`src/rtl/serial_adder.sv`:
```
// Bit-serial WIDTH-bit adder: streams operand bit pairs LSB first through one
// full-adder cell, keeping the carry in a flop between cycles.

module full_adder (
  input  logic a,
  input  logic b,
  input  logic ci,
  output logic s,
  output logic co
);
  assign s  = a ^ b ^ ci;
  assign co = (a & b) | (ci & (a ^ b));
endmodule

// state | meaning
// IDLE  | waiting for operands, in_ready high
// RUN   | one bit pair per cycle through the full adder
// DONE  | result presented, waiting for out_ready
module serial_adder #(
  parameter int WIDTH = 8
) (
  input  logic             clk,
  input  logic             rst_n,
  input  logic             in_valid,
  output logic             in_ready,
  input  logic [WIDTH-1:0] a,
  input  logic [WIDTH-1:0] b,
  input  logic             carryin,
  output logic             out_valid,
  input  logic             out_ready,
  output logic [WIDTH-1:0] sum,
  output logic             carryout,
  output logic             overflow
);
  localparam int CW = $clog2(WIDTH) + 1;

  typedef enum logic [1:0] {IDLE, RUN, DONE} state_t;

  state_t           state, state_nxt;
  logic [WIDTH-1:0] sa, sb, ss;
  logic             c;
  logic [CW-1:0]    cnt;
  logic             fa_sum, fa_cout;
  logic             last_bit;

  full_adder u_fa (
    .a  (sa[0]),
    .b  (sb[0]),
    .ci (c),
    .s  (fa_sum),
    .co (fa_cout)
  );

  assign last_bit  = (cnt == CW'(WIDTH - 1));
  assign in_ready  = (state == IDLE) && rst_n;
  assign out_valid = (state == DONE);
  assign sum       = ss;

  always_ff @(posedge clk) begin
    if (!rst_n) state <= IDLE;
    else        state <= state_nxt;
  end

  always_comb begin
    state_nxt = state;
    case (state)
      IDLE: if (in_valid) state_nxt = RUN;
      RUN:  if (last_bit) state_nxt = DONE;
      DONE: if (out_ready) state_nxt = IDLE;
      default: state_nxt = IDLE;
    endcase
  end

  always_ff @(posedge clk) begin
    if (!rst_n) begin
      sa       <= '0;
      sb       <= '0;
      ss       <= '0;
      c        <= 1'b0;
      cnt      <= '0;
      carryout <= 1'b0;
      overflow <= 1'b0;
    end else begin
      case (state)
        IDLE: begin
          if (in_valid) begin
            sa  <= a;
            sb  <= b;
            c   <= carryin;
            cnt <= '0;
          end
        end
        RUN: begin
          ss  <= {fa_sum, ss[WIDTH-1:1]};
          sa  <= sa >> 1;
          sb  <= sb >> 1;
          c   <= fa_cout;
          cnt <= cnt + CW'(1);
          // c here is the carry into the MSB on the final bit
          if (last_bit) begin
            overflow <= c ^ fa_cout;
            carryout <= fa_cout;
          end
        end
        default: ;
      endcase
    end
  end
endmodule
```
`config.mk`:
```
export PLATFORM = sky130hd
export DESIGN_NAME = serial_adder
export DESIGN_NICKNAME = d
export VERILOG_FILES = /design/src/rtl/serial_adder.sv
export SDC_FILE = /design/constraint.sdc
export NUM_CORES = 1
export LEC_CHECK = 0
export CORE_MARGIN = 2
export CORE_UTILIZATION = 40
export CTS_CLUSTER_DIAMETER = 30
export CTS_CLUSTER_SIZE = 25
export DETAILED_ROUTE_END_ITERATION = 10
export GPL_TIMING_DRIVEN = 1
export PLACE_DENSITY_LB_ADDON = 0.15
export SLEW_MARGIN = 10
export SYNTH_ARGS = -nofsm -noshare
export SYNTH_HDL_FRONTEND = slang
export SYNTH_HIERARCHICAL = 1
export SYNTH_SLANG_ARGS = --single-unit
```
`constraint.sdc`:
```
create_clock -name clk -period 3.32 [get_ports clk]
set_clock_uncertainty 0.2 [all_clocks]
set_input_delay 0.664 -clock clk [delete_from_list [all_inputs] [get_ports clk]]
set_output_delay 0.664 -clock clk [all_outputs]
set_load 0.005 [all_outputs]
```
-- After elaboration in Yosys (flattened, before gate mapping)
Index checks and enable logic that the tools add are counted.
- input bits: 21
- logic and storage cells: 39
- flip-flop bits (word level): 33
- output and inout bits: 12
- eq/ne operators: 6
- bitwise logic cells: 6
- add/subtract/negate cells: 1
- reductions and logical operators: 6
- multiplexer cells: 12
- operator list (operator ; count):
    $pmux W8 S2 ; 2
    $mux W8 ; 2
    $pmux W4 S2 ; 1
    $mux W2 ; 3
    $pmux W2 S3 ; 1
    $add A4 B1 Y4 const B ; 1
    $eq A4 B3 Y1 const B ; 1
    $mux W4 ; 1
    $ne A2 B2 Y1 const B ; 2
    $reduce_and A2 Y1 ; 2
    $reduce_and A3 Y1 ; 1
    $xor A1 B1 Y1 ; 3
    $and A1 B1 Y1 ; 2
    $eq A2 B1 Y1 const B ; 1
    $eq A2 B2 Y1 const B ; 1
    $logic_not A2 Y1 ; 1
    $ne A2 B1 Y1 const B ; 1
    $pmux W1 S2 ; 1
    $reduce_bool A2 Y1 ; 1
    $logic_and A1 B1 Y1 ; 1
    $mux W1 ; 1
    $or A1 B1 Y1 ; 1

-- Longest topological paths before layout
- depth after elaboration: 4
- mapped depth: 5
- gate-level depth less buffers: 4

-- Hierarchy
The synthesis kept the hierarchy.
- by module, submodules not included (module ; instances ; cells an instance ; area each (µm²) ; seq. area each (µm²)):
    serial_adder ; 1 ; 168 ; 1423.9 ; 660.6
    full_adder ; 1 ; 1 ; 20.0 ; 0.0

-- Least setup slack after synthesis
No wires, ideal clock.
- kind: input to output
- start: input port rst_n
- end: output port in_ready
- buffers on the path: 0
- data required time: 2.456 ns
- cell stages on the path: 2
- slack: 1.456 ns
- arrival time: 1.000 ns
- cells stage by stage: clkinv_1 > nor3_1
- word-level cells in the longest chain between the ends: 1
- ends and longest elaborated chain (element ; line ; text):
    start, declared ; 23 ; input logic rst_n,
    $logic_and A1 B1 Y1 ; 55 ; assign in_ready = (state == IDLE) && rst_n;
    end, declared ; 25 ; output logic in_ready,
Every way passes these cells.

-- Worst setup path in the final report
Ends and elaborated chain as after synthesis.

==> impl_results.md <==
* Setup TNS at 0 ps
* Slew HR at 65.15%
* Critical path startpoint category: input pin
* Post-Syn Instances at 169
* Mean post-synth cell area at 8.544 µm²
* Yosys warning count at 6
* Initial Util at 42.60%
* Routed vias at 1313
* Dpl hpwl at 2315 µm
* Residual DRC at 0
* VDD IR max at around 0.26 mV
* Final min period at 2806 ps
* CTS tree: yes
* Yosys top cell area share at between 40% and 50%
* Setup violations, final at 0
* PortBufs at 32
* Critical path required time at 2460 ps
* Layout cell share with drive strength beyond 1 at 6.965%
* Clk buf depth at 2
* Worst Path Max Fanout at 2
* CTS sink cnt at 33
* Post_cts resized at 0
* Antenna violations before repair at 0
* Core area at 3390 µm²
* First-pass GRT wire length at 5761 µm
* RSZ-0062 raised after global routing: no
* Most frequent cells in the layout: 33 x dfxtp_1, 32 x clkdlybuf4s50_1, 26 x a21oi_1, 20 x nand2_1, 19 x nor2_1
* Starting DRT DRC Count at 62
* Pwr dens at 420.9 nW/µm²
* Via density at 5.316
* Layout area overhead at 26.86%
* Commonest non-fill, non-tap cell in the layout: dfxtp_1
* Vias in the first global route at around 1300
* Slew Viols, Final at 0
* Pleak at 0.6350 nW
* Largest net degree at the start of global routing at 18
* Worst setup EP type: output pin
* Library cells used by synthesis at 35
* Endpoints failing hold at 0
* Cell Area, Synth at 1444 µm²
* Worst-Margin Slew at 521.7 ps
* DR WL/cell at 13.40 µm
* H-Tree Depth at 2
* Post-cts hold buffer count at 0
* Layout fillers at between 300 and 400
* Area leader, netlist: dfxtp_1
* Routed WL at 3310 µm
* N_diodes at 0
* Area of the multi-input gates at a little under 700 µm²
* Worst endpoint data arrival time at 1940 ps
* Synth Net Count at between 150 and 200
* Routed Antenna Nets at 0
* Max Freq at 0.3564 GHz
* #FFs+latches synth at 33
* Total track usage at 18.02%
* Async S/R FF share, synth at 0%
* Die width at 64.08 µm
* Die H at approximately 64 µm
* Skew-Pair Late Insertion Delay at 320 ps
* Reg area at 660.6 µm²
* EDFF count, synth at 0
* Seq/Total Area, Yosys at 45.75%
* Root Driver: clkbuf_4
* Worst Setup Path Type: input pin to output pin
* Post-CTS setup buffers at 0
* GPL Wtd Cong at between 0.7 and 0.8
* Worst-path clk slew at 90 ps
* Outcome: completed
* Grt total ovfl at 0
* Hold Crit Class: flip-flop to flip-flop
* Area contributors post-synth: dfxtp_1 46%, a21oi_1 9.0%, o2bb2ai_1 7.3%, o21ai_0 5.5%, nand2_1 5.2%
* Max Cap Viol at 0
* Die area at 4106 µm²
* CTS buffer count at 5
* Nets at 224
* Dpl ws at just over 500 ps
* Row cnt at 21
* # IOs at 33
* Post-route setup slack at slightly above 500 ps
* Synth Flop Type: dfxtp_1
* Period utilization at 84.51%
* Detailed Routing Iterations Pass 1 at 4
## Yosys cell counts (2+ instances only)
cell	count
nor3_1	2
o22ai_1	3
nor2_1	19
clkinv_1	2
nand3_1	3
nand2_1	20
dfxtp_1	33
a211oi_1	2
buf_2	6
o2bb2ai_1	12
o21ai_0	16
buf_6	2
a32oi_1	2
a21oi_1	26
## critical path: stages
cell and delay [ps]:
clkdlybuf4s50_1 480, clkinv_1 90, nor3_1 170, clkdlybuf4s50_1 530
## metrics by stage
step	hold WS (ps)	power (W)	std cells	util, %	instance area (µm²)
finish	257.3	0.0007710	247	54.04	1832
global route	275.4	0.0008129	247	54.04	1832
CTS	260.6	0.0007787	247	54.04	1832
detailed placement	246.4	0.0005551	240	52.42	1777
global placement	241.4	0.0005511	240	52.42	1777
floorplan	252.7	0.0005109	169	-	1444
## where the power goes
part | internal [W] | switching, W
clock | 0.0000999 | 0.000125
sequential | 0.000418 | 0.0000153
combinational | 0.0000576 | 0.0000557
## cell families after synthesis
family                     Yosys count  synth area share, %
buffers and inverters               15                6.498
DFF                                 33                45.75
adders and majority gates            2                2.253
muxes                                1               0.6933
xor gates and xnor gates             1               0.6067
and+or+nand+nor                     50                15.43
AOI/OAI and AO/OA                   67                28.77
## registers in the layout, summed over array words and instances (netlist names)
signal,flops
state,2
c,1
sb,8
carryout,1
sum,8
cnt,4
overflow,1
sa,8
## layout make-up
class | instances | share of cell area (%)
multi-input combinational | 121 | 37.64
sequential | 33 | 36.07
timing repair buffer | 37 | 19.54
tap | 46 | 3.142
clock buffer | 7 | 3.005
inverter | 3 | 0.6148
## layer usage
metal  part of all wire [%]  global-route usage, %  vias to the layer above
met4                   0.54                  6.793                        0
met5                      0                      0                        -
met1                     46                  21.99                      607
li1                       -                      -                      668
met2                     48                  30.60                       36
met3                    5.1                  4.225                        2
## worst paths after layout
path	from	end	slack [ps]	cells after the start
worst max-delay path	rst_n	in_ready	510	4
worst min-delay path	sum[0]$_SDFFE_PN0P_	sum[0]$_SDFFE_PN0P_	260	2
worst max register to register	state[0]$_SDFFE_PN0P_	cnt[3]$_SDFFE_PN0P_	1550	4
worst min register to register	sum[0]$_SDFFE_PN0P_	sum[0]$_SDFFE_PN0P_	260	2
Power figures use the tool's default switching activity.
